==> src/rtl/beamformer_pkg.sv <==
// beamformer_pkg: shared constants and controller encoding for the beamformer control path
package beamformer_pkg;
  localparam int BF_ADDR_W = 11;
  localparam int BF_IDX_W = 16;
  localparam int BF_SLICE_W = 2;
  localparam int SLICE_IDLE = 0;
  localparam int SLICE_FIRST = 1;
  typedef logic [1:0] ctrl_state_t;
  localparam ctrl_state_t ST_IDLE = 2'd0;
  localparam ctrl_state_t ST_ACCUM = 2'd1;
  localparam ctrl_state_t ST_READOUT = 2'd2;
  localparam ctrl_state_t ST_DONE = 2'd3;
endpackage

==> src/rtl/beamform_slice_counter.sv <==
// beamform_slice_counter: slice rotation, sample index and read-in address counters
module beamform_slice_counter
  import beamformer_pkg::*;
#(
  parameter int NUM_SLICES = 3,
  parameter int SLICE_W = BF_SLICE_W,
  parameter int ADDR_W = BF_ADDR_W,
  parameter int IDX_W = BF_IDX_W,
  parameter int NUM_FRAMES = 2048,
  parameter int READ_LAT = 2
) (
  input  logic               clk,
  input  logic               rst,
  input  logic               en_i,
  input  logic               clr_i,
  output logic [SLICE_W-1:0] slice_o,
  output logic [IDX_W-1:0]   index_o,
  output logic [ADDR_W-1:0]  addr_o,
  output logic               last_o
);
  localparam logic [SLICE_W-1:0] S_IDLE = SLICE_W'(SLICE_IDLE);
  localparam logic [SLICE_W-1:0] S_LAST = SLICE_W'(NUM_SLICES);
  localparam logic [ADDR_W-1:0] A_LAST = ADDR_W'(NUM_FRAMES - 1);
  localparam logic [IDX_W-1:0] I_RST = IDX_W'(-READ_LAT);
  logic [SLICE_W-1:0] slice_q, slice_d;
  logic [IDX_W-1:0] index_q, index_d;
  logic [ADDR_W-1:0] addr_q, addr_d;
  assign last_o = slice_q == S_LAST && addr_q == A_LAST;
  assign slice_o = slice_q;
  assign index_o = index_q;
  assign addr_o = addr_q;
  // Next-state: index advances on every active slice, address on the last slice except in the final frame
  always_comb begin
    slice_d = clr_i ? S_IDLE : en_i ? (slice_q == S_LAST ? S_IDLE : slice_q + 1'b1) : slice_q;
    index_d = clr_i ? I_RST : (en_i && slice_q != S_IDLE) ? index_q + 1'b1 : index_q;
    addr_d = clr_i ? '0 : (en_i && slice_q == S_LAST && !last_o) ? addr_q + 1'b1 : addr_q;
  end
  // Counter registers
  always_ff @(posedge clk or posedge rst)
    if (rst) begin
      slice_q <= S_IDLE;
      index_q <= I_RST;
      addr_q <= '0;
    end else begin
      slice_q <= slice_d;
      index_q <= index_d;
      addr_q <= addr_d;
    end
endmodule

==> src/rtl/beamform_sequencer.sv <==
// beamform_sequencer: accumulation sequencing and strided sum-buffer readout for the beamformer
module beamform_sequencer
  import beamformer_pkg::*;
#(
  parameter int NUM_SLICES = 3,
  parameter int SLICE_W = BF_SLICE_W,
  parameter int ADDR_W = BF_ADDR_W,
  parameter int IDX_W = BF_IDX_W,
  parameter int NUM_FRAMES = 2048,
  parameter int DEPTH = 2048,
  parameter int READ_LAT = 2,
  parameter int STRIDE = 2
) (
  input  logic               clk,
  input  logic               rst,
  input  logic               start,
  input  logic               abort,
  input  logic               usedataflag,
  output logic [SLICE_W-1:0] slice_state,
  output logic [IDX_W-1:0]   sample_index,
  output logic [ADDR_W-1:0]  readin_address,
  output logic               readinen,
  output logic [ADDR_W-1:0]  sumout_address,
  output logic               sumouten,
  output logic               busy,
  output logic               done
);
  localparam int STR_W = STRIDE > 1 ? $clog2(STRIDE) : 1;
  localparam logic [STR_W-1:0] STR_LAST = STR_W'(STRIDE - 1);
  localparam logic [ADDR_W-1:0] SUM_LAST = ADDR_W'(DEPTH - 1);
  ctrl_state_t state_q, state_d;
  logic [ADDR_W-1:0] sum_q, sum_d;
  logic [STR_W-1:0] stride_q, stride_d;
  logic flag_q, fall_q, busy_q, done_q, readinen_q, sumouten_q;
  logic accum, last_frame;
  assign accum = state_q == ST_ACCUM;
  beamform_slice_counter #(
    .NUM_SLICES(NUM_SLICES),
    .SLICE_W(SLICE_W),
    .ADDR_W(ADDR_W),
    .IDX_W(IDX_W),
    .NUM_FRAMES(NUM_FRAMES),
    .READ_LAT(READ_LAT)
  ) u_slice (
    .clk(clk),
    .rst(rst),
    .en_i(accum && !abort),
    .clr_i(abort || state_q == ST_DONE),
    .slice_o(slice_state),
    .index_o(sample_index),
    .addr_o(readin_address),
    .last_o(last_frame)
  );
  assign sumout_address = sum_q;
  assign readinen = readinen_q;
  assign sumouten = sumouten_q;
  assign busy = busy_q;
  assign done = done_q;
  // Controller FSM and sum-buffer address: edge-driven during accumulation, strided during readout
  always_comb begin
    state_d = state_q;
    sum_d = sum_q;
    stride_d = stride_q;
    case (state_q)
      ST_IDLE: state_d = start ? ST_ACCUM : ST_IDLE;
      ST_ACCUM: begin
        sum_d = fall_q ? (sum_q == SUM_LAST ? '0 : sum_q + 1'b1) : sum_q;
        if (last_frame) begin
          state_d = ST_READOUT;
          sum_d = '0;
          stride_d = '0;
        end
      end
      ST_READOUT: begin
        stride_d = stride_q == STR_LAST ? '0 : stride_q + 1'b1;
        if (stride_q == STR_LAST) begin
          if (sum_q == SUM_LAST) state_d = ST_DONE;
          else sum_d = sum_q + 1'b1;
        end
      end
      default: begin
        state_d = ST_IDLE;
        sum_d = '0;
        stride_d = '0;
      end
    endcase
    if (abort) begin
      state_d = ST_IDLE;
      sum_d = '0;
      stride_d = '0;
    end
  end
  // State, edge-detect pipeline and registered status outputs decoded from the next state
  always_ff @(posedge clk or posedge rst)
    if (rst) begin
      state_q <= ST_IDLE;
      sum_q <= '0;
      stride_q <= '0;
      flag_q <= 1'b0;
      fall_q <= 1'b0;
      busy_q <= 1'b0;
      done_q <= 1'b0;
      readinen_q <= 1'b0;
      sumouten_q <= 1'b0;
    end else begin
      state_q <= state_d;
      sum_q <= sum_d;
      stride_q <= stride_d;
      flag_q <= usedataflag;
      fall_q <= flag_q & ~usedataflag & accum;
      busy_q <= state_d == ST_ACCUM || state_d == ST_READOUT;
      done_q <= state_d == ST_DONE;
      readinen_q <= state_d == ST_ACCUM;
      sumouten_q <= state_d == ST_READOUT;
    end
endmodule

==> config.mk <==
export PLATFORM = sky130hd
export DESIGN_NAME = beamform_sequencer
export DESIGN_NICKNAME = d
export VERILOG_FILES = /design/src/rtl/beamformer_pkg.sv /design/src/rtl/beamform_slice_counter.sv /design/src/rtl/beamform_sequencer.sv
export SDC_FILE = /design/constraint.sdc
export NUM_CORES = 1
export LEC_CHECK = 0
export CORE_MARGIN = 10
export CORE_UTILIZATION = 30
export CTS_CLUSTER_DIAMETER = 80
export CTS_CLUSTER_SIZE = 14
export DETAILED_ROUTE_END_ITERATION = 7
export GPL_TIMING_DRIVEN = 0
export PLACE_DENSITY_LB_ADDON = 0.2
export SYNTH_ARGS = -nofsm -noshare
export SYNTH_HDL_FRONTEND = slang
export SYNTH_SLANG_ARGS = --single-unit
==> constraint.sdc <==
create_clock -name clk -period 4.2 [get_ports clk]
set_input_delay 0.42 -clock clk [delete_from_list [all_inputs] [get_ports clk]]
set_output_delay 0.42 -clock clk [all_outputs]
set_load 0.005 [all_outputs]
==> results_dict.tcl <==
set metrics [dict create \
    fraction_of_met1_tracks_used_by_global_routing_pct 12.42 \
    post_route_cells_drive_above_1_share_pct 12.54 \
    synth.distinct_cells 48 \
    core_mm2 0.008258 \
    worst_hold_path_type "in -> async" \
    netlist.area_leader.share_pct 33.19 \
    area_delta_synth_final_pct 28.21 \
    gr-usage-met3_pct 3.834 \
    netlist_area_mm2 0.002564 \
    simple_gate_share_of_the_synthesized_area_pct 23.04 \
    cts.path.max_buffers 2 \
    report.final.hold_viol_count 0 \
    detail-route-antenna-nets 0 \
    clk-insertion-delay-late_ns 0.31 \
    netlist.top_cell.by_area "dfrtp_1" \
    start_kind "flop" \
    cts_post_setup_buffers_inserted 0 \
    placement_rows 33 \
    drt_drc_violations_left 0 \
    synth.ff_latch_count 49 \
    number_of_placed_i_o_pins 49 \
    critical_path_required_ns 4.40 \
    synth_sequential_area_ratio_pct 48.56 \
    cellPowerDensity_mw_per_mm2 259.0 \
    gr-max-usage-layer "met2" \
    place.gp.congestion 0.7116 \
    finalWirelength_um 5960 \
    insertedDiodeCount 0 \
    finalSetupViolations 0 \
    cts_sinks 49 \
    rsz_0062_raised_after_global_routing "no" \
    cts_buffers 5 \
    clock-skew-final_ns 0.009315 \
    gr-total-overflow 0 \
    post_synth_mux_area_share_pct 1.611 \
    setup_total_negative_slack_ns 0 \
    synth-xor-area-share_pct 6.491 \
    vias_in_the_first_global_route 2036 \
    critPathArrivalTime_ns 2.47 \
    die_w_um 112.4 \
    cp-end-kind "flop" \
    final_nets 328 \
    clkSlewWorstSetupHoldPaths_ns 0.09 \
    antenna_violations_before_repair 0 \
    nFillCells 850 \
    peak_fanout_along_the_critical_path 6 \
    cap_viol_max_count 0 \
    timing.slew.headroom_pct 58.02 \
    groute.layer.met2.usage_pct 14.91 \
    crit_path_start "u_slice.slice_o[0]" \
    static-leakage-power_nw 1.460 \
    die_height_um 112.4 \
    regToRegStartpoint "u_slice.slice_o[0]" \
    synthesis.yosys.warnings 0 \
    synth_enable_flop_cells 0 \
    groute.usage.overall_pct 9.819 \
    final.period_utilization_pct 53.91 \
    floorplan.die_area_mm2 0.01264 \
    initial_core_util_pct 31.05 \
    synth_cells 255 \
    drv_slew 0 \
    period_minus_slack_ns 2.264 \
    yosys-top-cells-area "dfrtp_1 33%, dfstp_2 15%, ha_1 6.3%" \
    hpwl_after_detailed_placement_um 4329 \
    timing_worst_slew_pin_value_ns 0.6260 \
    ys_async_sr_fraction_pct 100.0 \
    cts_root_buf "clkbuf_8" \
    port_buffers 47 \
    grt_first_pass_wirelength_um 10470 \
    postSynthNetCount 273 \
    cts-resized-gates 0 \
    drt-wirelength-per-cell_um 14.33 \
    tritoncts "done" \
    synth-compound-area-share_pct 10.79 \
    maxClockFrequency_mhz 441.6 \
    firstDrtPassIters 4 \
    status "complete, no violations" \
    criticalPathCategory "reg -> reg" \
    grt_start_max_net_pins 40 \
    route.vias.total 1995 \
    avgSynthCellArea_um2 10.05 \
    drt_first_iter_violations 79 \
    clock_tree.htree_level_count 2 \
    vias_per_cell 4.796 \
    cts.hold.buffers_added 0 \
    main_combinational_cell_family_by_area_after_synthesis "simple AND/OR/NAND/NOR gates" \
    dominantRegCellSynth "dfrtp_1" \
    vdd.ir_drop.worst_mv 0.1021 \
    synthAdderAreaFrac_pct 6.345 \
    finalHoldWorstSlack_ns 0.3566 \
]
-- power by group --
part	switching, mW	total, mW	internal [mW]
combinational	0.0355	0.0593	0.0238
sequential	0.00308	0.479	0.476
clock	0.163	0.313	0.149
-- placed cells by master, fill, tap and decap left out, types with 2 or more instances in the layout --
| cell | synthesis | routed |
|---|---|---|
| and3_1 | 5 | 5 |
| nand2b_1 | 3 | 3 |
| clkbuf_1 | 3 | 3 |
| a22o_1 | 8 | 8 |
| clkbuf_8 | 0 | 7 |
| a21oi_1 | 3 | 3 |
| nor2b_1 | 4 | 4 |
| mux2i_1 | 3 | 3 |
| nor2_1 | 24 | 24 |
| dfstp_2 | 15 | 15 |
| nand4_1 | 7 | 7 |
| inv_1 | 13 | 12 |
| a31oi_1 | 2 | 2 |
| buf_2 | 2 | 2 |
| dfrtp_1 | 34 | 34 |
| nor3_1 | 8 | 8 |
| and2_1 | 2 | 2 |
| or3_1 | 4 | 4 |
| nand3_1 | 14 | 14 |
| clkdlybuf4s50_1 | 0 | 47 |
| nand2_1 | 24 | 24 |
| xnor2_1 | 9 | 9 |
| and4_1 | 3 | 3 |
| o21ai_0 | 16 | 16 |
| xor2_1 | 10 | 10 |
| ha_1 | 13 | 13 |
| nor4_1 | 3 | 3 |
-- synth_stat cells (4+ instances only) --
library cell / instances
dfstp_2: 15
nor2_1: 24
ha_1: 13
xnor2_1: 9
dfrtp_1: 34
o21ai_0: 16
nor3_1: 8
and3_1: 5
nand3_1: 14
a22o_1: 8
nand2_1: 24
xor2_1: 10
nand4_1: 7
or3_1: 4
inv_1: 13
nor2b_1: 4
-- routing by layer --
layer	vias to the layer above	part of all wire, %
li1	1006	-
met1	947	48
met2	37	44
met3	5	6.6
met4	0	1.3
met5	-	0
-- cells by family after synthesis --
kind of cell             count (synthesis)
AO/OA/AOI/OAI                           40
adder cells (fa/ha/maj)                 13
multiplexers                             4
flip-flops                              49
buffers and inverters                   19
XOR/XNOR                                19
AND/OR/NAND/NOR                        111
-- worst paths after layout --
| path | endpoint | slack, ns | cells after the start |
|---|---|---|---|
| hold / removal | busy | 0.36 | 2 |
| max in group asynchronous | u_slice.index_o[1] | 3.31 | 3 |
| setup / recovery | busy | 1.94 | 8 |
| setup reg to reg | busy | 1.94 | 8 |
| min in group clk | stride_q | 0.42 | 2 |
| hold reg to reg | u_slice.index_o[10] | 0.52 | 2 |
-- state kept, by name, indices dropped and copies added, names as in the netlist, 2 cells and up --
name	cells
u_slice.addr_o	11
state_q	2
sumout_address	11
u_slice.index_o	16
u_slice.slice_o	2
-- stage by stage --
step / power (mW) / setup slack (ns) / utilization (%) / cells / instance area (µm²)
after floorplan: 0.5255 / 2.198 / - / 255 / 2564
after global placement: 0.5470 / 1.493 / 38.33 / 407 / 3166
after detailed placement: 0.5498 / 1.935 / 38.58 / 408 / 3186
after CTS: 0.8689 / 1.913 / 39.80 / 416 / 3287
after global routing: 0.8989 / 1.672 / 39.80 / 416 / 3287
final: 0.8512 / 1.936 / 39.80 / 416 / 3287
-- worst max-delay path, cell delays in order, from the launching register on --
cell and delay, ns:
dfrtp_1 0.44, ha_1 0.26, and4_1 0.27, a31oi_2 0.34, o21ai_0 0.12, a31oi_1 0.32, inv_1 0.09, ha_1 0.28
inv_1 0.03
-- final cells by class --
type | instances | area [µm²] | area share [%]
Multi-Input combinational cell | 187 | 1237 | 37.65
Buffer | 6 | 32.53 | 0.9897
Sequential cell | 49 | 1245 | 37.88
Tap cell | 105 | 131.4 | 3.997
Clock buffer | 7 | 96.34 | 2.931
Timing Repair Buffer | 48 | 490.5 | 14.92
Inverter | 13 | 48.80 | 1.485
Clock inverter | 1 | 5.005 | 0.1523
Power figures use the tool's default switching activity.
